File: src/rtl/pipe_stage_skid_if.sv
// Valid/ready beat bundle carrying a control word and a data word between pipeline stages.
interface pipe_stage_skid_if #(
    parameter int CTRL_W = 16,
    parameter int DATA_W = 192
);
    logic              valid;
    logic              ready;
    logic [CTRL_W-1:0] ctrl;
    logic [DATA_W-1:0] data;

    modport master (output valid, output ctrl, output data, input ready);
    modport slave  (input valid, input ctrl, input data, output ready);
endinterface

File: src/rtl/pipe_stage_skid.sv
// Inter-stage pipeline register with a 2-entry skid buffer, flush-to-bubble and a
// saturating count of flushes that actually killed a beat.
//
// state | meaning
// EMPTY | no beat held, output shows a bubble
// FULL  | main holds the beat on the output
// SKID  | main on the output, skid holds the next beat, upstream stalled
module pipe_stage_skid #(
    parameter int CTRL_W     = 16,
    parameter int DATA_W     = 192,
    parameter int CLEAR_DATA = 1,
    parameter int CNT_W      = 16
) (
    input  logic                clk,
    input  logic                rst,
    input  logic                flush,
    pipe_stage_skid_if.slave    up,
    pipe_stage_skid_if.master   dn,
    output logic [CNT_W-1:0]    flush_cnt
);
    typedef enum logic [1:0] {EMPTY, FULL, SKID} state_t;

    state_t            state, state_nxt;
    logic [CTRL_W-1:0] main_ctrl, skid_ctrl;
    logic [DATA_W-1:0] main_data, skid_data;
    logic              in_ready, out_valid;
    logic              accept, emit, kill;
    logic              load_in, load_from_skid, load_skid;

    assign in_ready  = (state != SKID);
    assign out_valid = (state != EMPTY);
    assign accept    = up.valid & in_ready & ~flush;
    assign emit      = out_valid & dn.ready;
    assign kill      = out_valid | up.valid;

    assign up.ready = in_ready;
    assign dn.valid = out_valid;
    assign dn.ctrl  = out_valid ? main_ctrl : '0;
    assign dn.data  = main_data;

    always_comb begin
        state_nxt      = state;
        load_in        = 1'b0;
        load_from_skid = 1'b0;
        load_skid      = 1'b0;
        case (state)
            EMPTY: begin
                if (accept) begin
                    load_in   = 1'b1;
                    state_nxt = FULL;
                end
            end
            FULL: begin
                if (emit && accept) begin
                    load_in = 1'b1;
                end else if (emit) begin
                    state_nxt = EMPTY;
                end else if (accept) begin
                    load_skid = 1'b1;
                    state_nxt = SKID;
                end
            end
            SKID: begin
                if (emit) begin
                    load_from_skid = 1'b1;
                    state_nxt      = FULL;
                end
            end
            default: state_nxt = EMPTY;
        endcase
        // A flush wins over every load; an emit this cycle was already sampled downstream.
        if (flush) state_nxt = EMPTY;
    end

    always_ff @(posedge clk) begin
        if (rst) begin
            state     <= EMPTY;
            main_ctrl <= '0;
            main_data <= '0;
            skid_ctrl <= '0;
            skid_data <= '0;
            flush_cnt <= '0;
        end else begin
            state <= state_nxt;
            if (flush) begin
                main_ctrl <= '0;
                skid_ctrl <= '0;
                if (CLEAR_DATA != 0) begin
                    main_data <= '0;
                    skid_data <= '0;
                end
                if (kill && (flush_cnt != {CNT_W{1'b1}})) flush_cnt <= flush_cnt + CNT_W'(1);
            end else begin
                if (load_in) begin
                    main_ctrl <= up.ctrl;
                    main_data <= up.data;
                end else if (load_from_skid) begin
                    main_ctrl <= skid_ctrl;
                    main_data <= skid_data;
                end
                if (load_skid) begin
                    skid_ctrl <= up.ctrl;
                    skid_data <= up.data;
                end
            end
        end
    end
endmodule

File: src/flat_wrapper.sv
// flat-port wrapper written by rule: the top's interface ports become plain ports
module pipe_stage_skid_flat 
#(
    parameter int CTRL_W     = 16,
    parameter int DATA_W     = 192,
    parameter int CLEAR_DATA = 1,
    parameter int CNT_W      = 16
)
  (clk, rst, flush, flush_cnt, up_valid, up_ctrl, up_data, up_ready, dn_valid, dn_ctrl, dn_data, dn_ready);
  pipe_stage_skid_if #(.CTRL_W(CTRL_W), .DATA_W(DATA_W)) up_i ();
  pipe_stage_skid_if #(.CTRL_W(CTRL_W), .DATA_W(DATA_W)) dn_i ();
  input  logic clk;
  input  logic rst;
  input  logic flush;
  output logic [CNT_W-1:0] flush_cnt;
  input wire logic [$bits(up_i.valid)-1:0] up_valid;
  input wire logic [$bits(up_i.ctrl)-1:0] up_ctrl;
  input wire logic [$bits(up_i.data)-1:0] up_data;
  output wire logic [$bits(up_i.ready)-1:0] up_ready;
  output wire logic [$bits(dn_i.valid)-1:0] dn_valid;
  output wire logic [$bits(dn_i.ctrl)-1:0] dn_ctrl;
  output wire logic [$bits(dn_i.data)-1:0] dn_data;
  input wire logic [$bits(dn_i.ready)-1:0] dn_ready;
  assign up_i.valid = up_valid;
  assign up_i.ctrl = up_ctrl;
  assign up_i.data = up_data;
  assign up_ready = up_i.ready;
  assign dn_valid = dn_i.valid;
  assign dn_ctrl = dn_i.ctrl;
  assign dn_data = dn_i.data;
  assign dn_i.ready = dn_ready;
  pipe_stage_skid #(.CTRL_W(CTRL_W), .DATA_W(DATA_W), .CLEAR_DATA(CLEAR_DATA), .CNT_W(CNT_W)) u_core (.clk(clk), .rst(rst), .flush(flush), .up(up_i), .dn(dn_i), .flush_cnt(flush_cnt));
endmodule
File: config.mk
export PLATFORM = sky130hd
export DESIGN_NAME = pipe_stage_skid_flat
export DESIGN_NICKNAME = d
export VERILOG_FILES = /design/src/rtl/pipe_stage_skid_if.sv /design/src/rtl/pipe_stage_skid.sv /design/src/flat_wrapper.sv
export SDC_FILE = /design/constraint.sdc
export NUM_CORES = 1
export LEC_CHECK = 0
export ABC_CLOCK_PERIOD_IN_PS = 2400
export CAP_MARGIN = 25
export CORE_MARGIN = 3
export CORE_UTILIZATION = 45
export CTS_CLUSTER_SIZE = 25
export DETAILED_ROUTE_END_ITERATION = 10
export GPL_ROUTABILITY_DRIVEN = 0
export PLACE_DENSITY = 0.74
export SETUP_SLACK_MARGIN = 0.2
export SYNTH_ARGS = -nofsm -noshare
export SYNTH_HDL_FRONTEND = slang
export SYNTH_SLANG_ARGS = --single-unit
File: constraint.sdc
create_clock -name clk -period 2.4 [get_ports clk]
set_clock_uncertainty 0.15 [all_clocks]
set_input_delay 0.48 -clock clk [delete_from_list [all_inputs] [get_ports clk]]
set_output_delay 0.48 -clock clk [all_outputs]
set_load 0.05 [all_outputs]
# After elaboration in Yosys (flattened, before gate mapping)
# Index checks and enable logic that the tools add are counted.
[word_totals] wordCells=47 n_memories=0 output_inout_bits=226 latch_bits=0 mem_bits_rw=0 reg_bits=434 mem_bits_ro=0 inputBits=213
[op_classes] n_reduce_logical=8 n_shift=0 multipliers=0 eq_ne=8 add_sub_neg=1 n_bitwise=5 n_mux=19 order_cmp=0 n_div=0
[ops] operator="192-bit two-way mux" n=2
[ops] operator="16-bit two-way mux" n=3
[ops] operator="16-bit by 1-bit adder with 16-bit output, second input constant" n=1
[ops] operator="16-bit != test, second input constant" n=1
[ops] operator="2-bit two-way mux" n=5
[ops] operator="1-bit two-way mux" n=7
[ops] operator="2-bit one-hot mux with 3 select lines" n=1
[ops] operator="2-bit by 1-bit != test with 1-bit output, second input constant" n=2
[ops] operator="2-bit != test, second input constant" n=2
[ops] operator="4-bit AND reduction" n=1
[ops] operator="2-bit nonzero test" n=2
[ops] operator="1-bit AND" n=3
[ops] operator="3-bit by 1-bit != test with 1-bit output, second input constant" n=1
[ops] operator="2-bit by 1-bit equality test with 1-bit output, second input constant" n=1
[ops] operator="2-bit equality test, second input constant" n=1
[ops] operator="1-bit logical AND" n=2
[ops] operator="2-bit logical NOT" n=1
[ops] operator="1-bit one-hot mux with 2 select lines" n=1
[ops] operator="2-bit AND reduction" n=1
[ops] operator="2-bit OR reduction" n=1
[ops] operator="1-bit NOT" n=1
[ops] operator="1-bit bitwise OR" n=1

# Logic depth before layout (Yosys ltp)
[logic_depth] ltp_word=7 depth_mapped=7 ltp_nobuf=5

# Worst setup path before layout
# OpenSTA, ideal clock, no wires.
[synth_timing] path_type="flip-flop to flip-flop" start="register u_core.flush_cnt[0]" end="register u_core.flush_cnt[0]" setup_time_ps=123 stages_incl_launch_ff=7 arrival_time_ps=2003 path_slack_ps=124 synth_period_minus_slack_ps=2276 path_cell_list="dfxtp_1 ha_1 nand3_1 nor4_2 buf_4 a21oi_1 mux2_1"
[synth_via] elab_chain_cells=3 elab_cells_between_ends=4 classes_between="1 x add/sub; 1 x eq/ne; 2 x reduce/logical"
[synth_rtl] element="start: declaration" line_no="pipe_stage_skid.sv:19" rtl="output logic [CNT_W-1:0] flush_cnt"
[synth_rtl] element="start signal: assignment" line_no="pipe_stage_skid.sv:92" rtl="if (kill && (flush_cnt != {CNT_W{1'b1}})) flush_cnt <= flush_cnt + CNT_W'(1);"
[synth_rtl] element="parallel branches: the longest is 3 deep, another holds 16-bit by 1-bit adder with 16-bit output"
# Several ways; the timed one is not identified.
# A chain may end at the register's enable or synchronous reset.

# Final worst setup path
[layout_timing] start="register u_core.state[1]" end="output port dn_ctrl[8]"
[layout_via] elab_chain_cells=2
[layout_rtl] element="start: declaration" line_no="pipe_stage_skid.sv:23" rtl="state_t state, state_nxt;"
[layout_rtl] element="start signal: assignment" line_no="pipe_stage_skid.sv:84" rtl="state <= state_nxt;"
[layout_rtl] element="2-bit nonzero test" line_no="pipe_stage_skid.sv:31" rtl="assign out_valid = (state != EMPTY);"
[layout_rtl] element="16-bit two-way mux" line_no="pipe_stage_skid.sv:38" rtl="assign dn.ctrl = out_valid ? main_ctrl : '0;"
[layout_rtl] element="end: declaration" line_no="flat_wrapper.sv:21" rtl="output wire logic [$bits(dn_i.ctrl)-1:0] dn_ctrl;"
# Every way passes these cells.

==> flow_summary.ini <==
[synthesis]
yosysTopAreaCell = dfxtp_1
yosysUniqueCellTypes = 35
synth-edff-count = 0
netlist_area_mm2 = 0.0172
synth_seq_cells = 434
yosysMostFrequentCell = dfxtp_1
synth.area.top_cells = dfxtp_1, mux2i_1, nand2_1
synth_seq_area_share = 0.504
yosys-top-cells-count = dfxtp_1, nand2_1, nor2_1, a21oi_1
synth_ff_type = dfxtp_1
yosys_warnings = 0
ys_async_sr_fraction = 0
yosysTopAreaCellShare = 0.504
avgSynthCellArea_um2 = 8.76
syn_nets = 2183
syn-instance-count = 1969

[placement]
dp_cells = 2839
place_ws_ns = -0.0176
portBuffers = 438
place_hpwl_um = 36300

[sta]
min_period_ns = 2.23
timing.final.ws_setup_ns = 0.170
relSlewSlack = 0.600
max_freq_mhz = 448
post-route-period-util = 0.929
finalHoldViolCount = 0
worst_slew_pin_slew_ns = 0.603
report.final.slew_viol_count = 0
fin_tns_setup_ns = 0
final-setup-viol-count = 0
rsz0062_at_grt = yes
whs_ns = 0.301

[cells_and_area]
final_cells = 2928
syn_to_final_growth_pct = 40.1
fin_nets = 2597
nFillCells = 3137
multiInputGateArea_mm2 = 0.00794
seq_area_mm2 = 0.00870
layout-drive-gt1-share = 0.0936

[die]
die_w_um = 202
core_mm2 = 0.0378
ios = 439
rows = 71
dieArea_mm2 = 0.0407
die_h_um = 202
start_util = 0.457

[global_routing]
grt_pass1_wl_um = 83500
grtUsageTotal = 0.249
antenna_found_initial = 5
grt_pass1_vias = 15698
grt_start_max_net_pins = 87
overflow = 0

[drt]
wire_per_inst_um = 17.9
drt_pass1_iterations = 5
wl_um = 52400
drt_iter0_markers = 793
num_vias = 15730
viasPerCell = 5.37
postRouteAntennaNets = 0
drcViolationCount = 0

[setup_path]
critPathArrivalTime_ns = 1.60
crit_fanout = 7
crit_chain = nor2_4, buf_12, buf_16, nor2b_4, buf_6
rr_endpoint = u_core.flush_cnt[14]
cp-start-kind = flip-flop
worstSetupPathType = flip-flop to output pin
rr_startpoint = u_core.flush_cnt[4]
r2r_cells = 4
critPathRequiredTime_ns = 1.77
cp-end-kind = output pin
slowest_delay_ns = 0.38
regToRegSetupSlack_ns = 0.36
crit_slowest_cell = dfxtp_4

[hold_path]
hold_depth = 2
hold_path.class = flip-flop to flip-flop
min_to = u_core.skid_data[138]
worstHoldStart = u_core.skid_data[138]

[cts]
insertion_delay_ns = 0.55
cts_root_buf = clkbuf_16
cts_tree = done
cts_max_level = 2
clkTransAtPathRegs_ns = 0.06
cts_sinks = 434
clk_path_buf_depth = 3
cts_buffers = 45

[power_and_ir_drop]
ir_drop_mv = 0.499
power_mw = 16.0
leakage_nw = 10.6
powerDensity_mw_per_mm2 = 664

[outcome]
status = complete, no violations

[job]
drv_cap = 0
-- flip-flops by register name (all words and copies together) (netlist names) --
name / flops
u_core.skid_data: 192
u_core.flush_cnt: 16
u_core.skid_ctrl: 16
u_core.state: 2
u_core.main_ctrl: 16
u_core.dn.data: 192
-- per-stage QoR --
stage	cell area (µm²)	util
finish	24200	0.640
global route	24200	0.640
CTS	24100	0.639
detailed placement	22600	0.599
global placement	22600	0.599
floorplan	17200	-
-- per-layer routing --
layer,up-vias,global-route usage,part of all wire
li1,7604,-,-
met4,2,0.111,0.040
met1,7479,0.297,0.40
met3,118,0.0660,0.074
met5,-,0,0.00017
met2,527,0.423,0.49
-- critical path: cells and delay by family, from the launching register on --
| family | cells | cell delay [ns] |
|---|---|---|
| buffers and inverters | 3 | 0.45 |
| and+or+nand+nor | 2 | 0.22 |
| DFF | 1 | 0.38 |
-- power breakdown --
group	total [mW]	switching, mW	internal (mW)
logic	1.72	1.03	0.685
registers	7.42	0.0794	7.34
clock network	6.91	2.78	4.13
-- worst max path at each step --
stage,depth (start not counted),start,slack (ns),end
final,5,u_core.state[1],0.17,dn_ctrl[8]
after CTS,1,u_core.flush_cnt[12],0.13,flush_cnt[12]
after global placement,5,flush,0.04,u_core.flush_cnt[13]
after global routing,5,u_core.state[0],0.11,dn_ctrl[7]
after floorplan,5,u_core.flush_cnt[12],0.28,u_core.flush_cnt[0]
after detailed placement,6,dn_ready,-0.02,u_core.dn.data[106]
-- cell usage in the layout (no fill, tap or decap), types with 37 or more instances in the layout --
| cell | synthesis | final |
|---|---|---|
| buf_12 | 0 | 37 |
| a21oi_1 | 220 | 220 |
| nand2_1 | 422 | 421 |
| dlygate4sd2_1 | 0 | 193 |
| dfxtp_1 | 434 | 430 |
| nor2_1 | 221 | 220 |
| a211oi_1 | 209 | 209 |
| clkdlybuf4s50_1 | 0 | 212 |
| mux2i_1 | 209 | 209 |
| clkbuf_16 | 0 | 47 |
| buf_4 | 16 | 59 |
-- area by class of cell --
cell class	count	share of cell area
Sequential cell	434	0.360
Multi-Input combinational cell	1365	0.329
Timing Repair Buffer	534	0.223
Clock buffer	64	0.0530
Tap cell	511	0.0265
Clock inverter	14	0.00730
Inverter	3	0.000570
Antenna cell	3	0.000311
-- logic make-up after synthesis --
kind of cell	share of synthesized area
simple gates	0.164
fa+ha+maj	0.000725
buf+inv	0.0444
mux	0.128
flops	0.504
compound gates	0.159
-- what timing repair did --
| item | 4_1_cts | 5_1_grt |
|---|---|---|
| buffers inserted | 7 | 0 |
| gates resized for setup | 280 | 12 |
| endpoints found under the setup margin | 260 | 20 |
| hold endpoints to repair | 0 | 0 |
| gates cloned | 1 | 0 |
| hold buffers | 0 | 0 |
| pin swaps | 1 | 0 |
No activity file was read; power rests on OpenSTA's default activity.
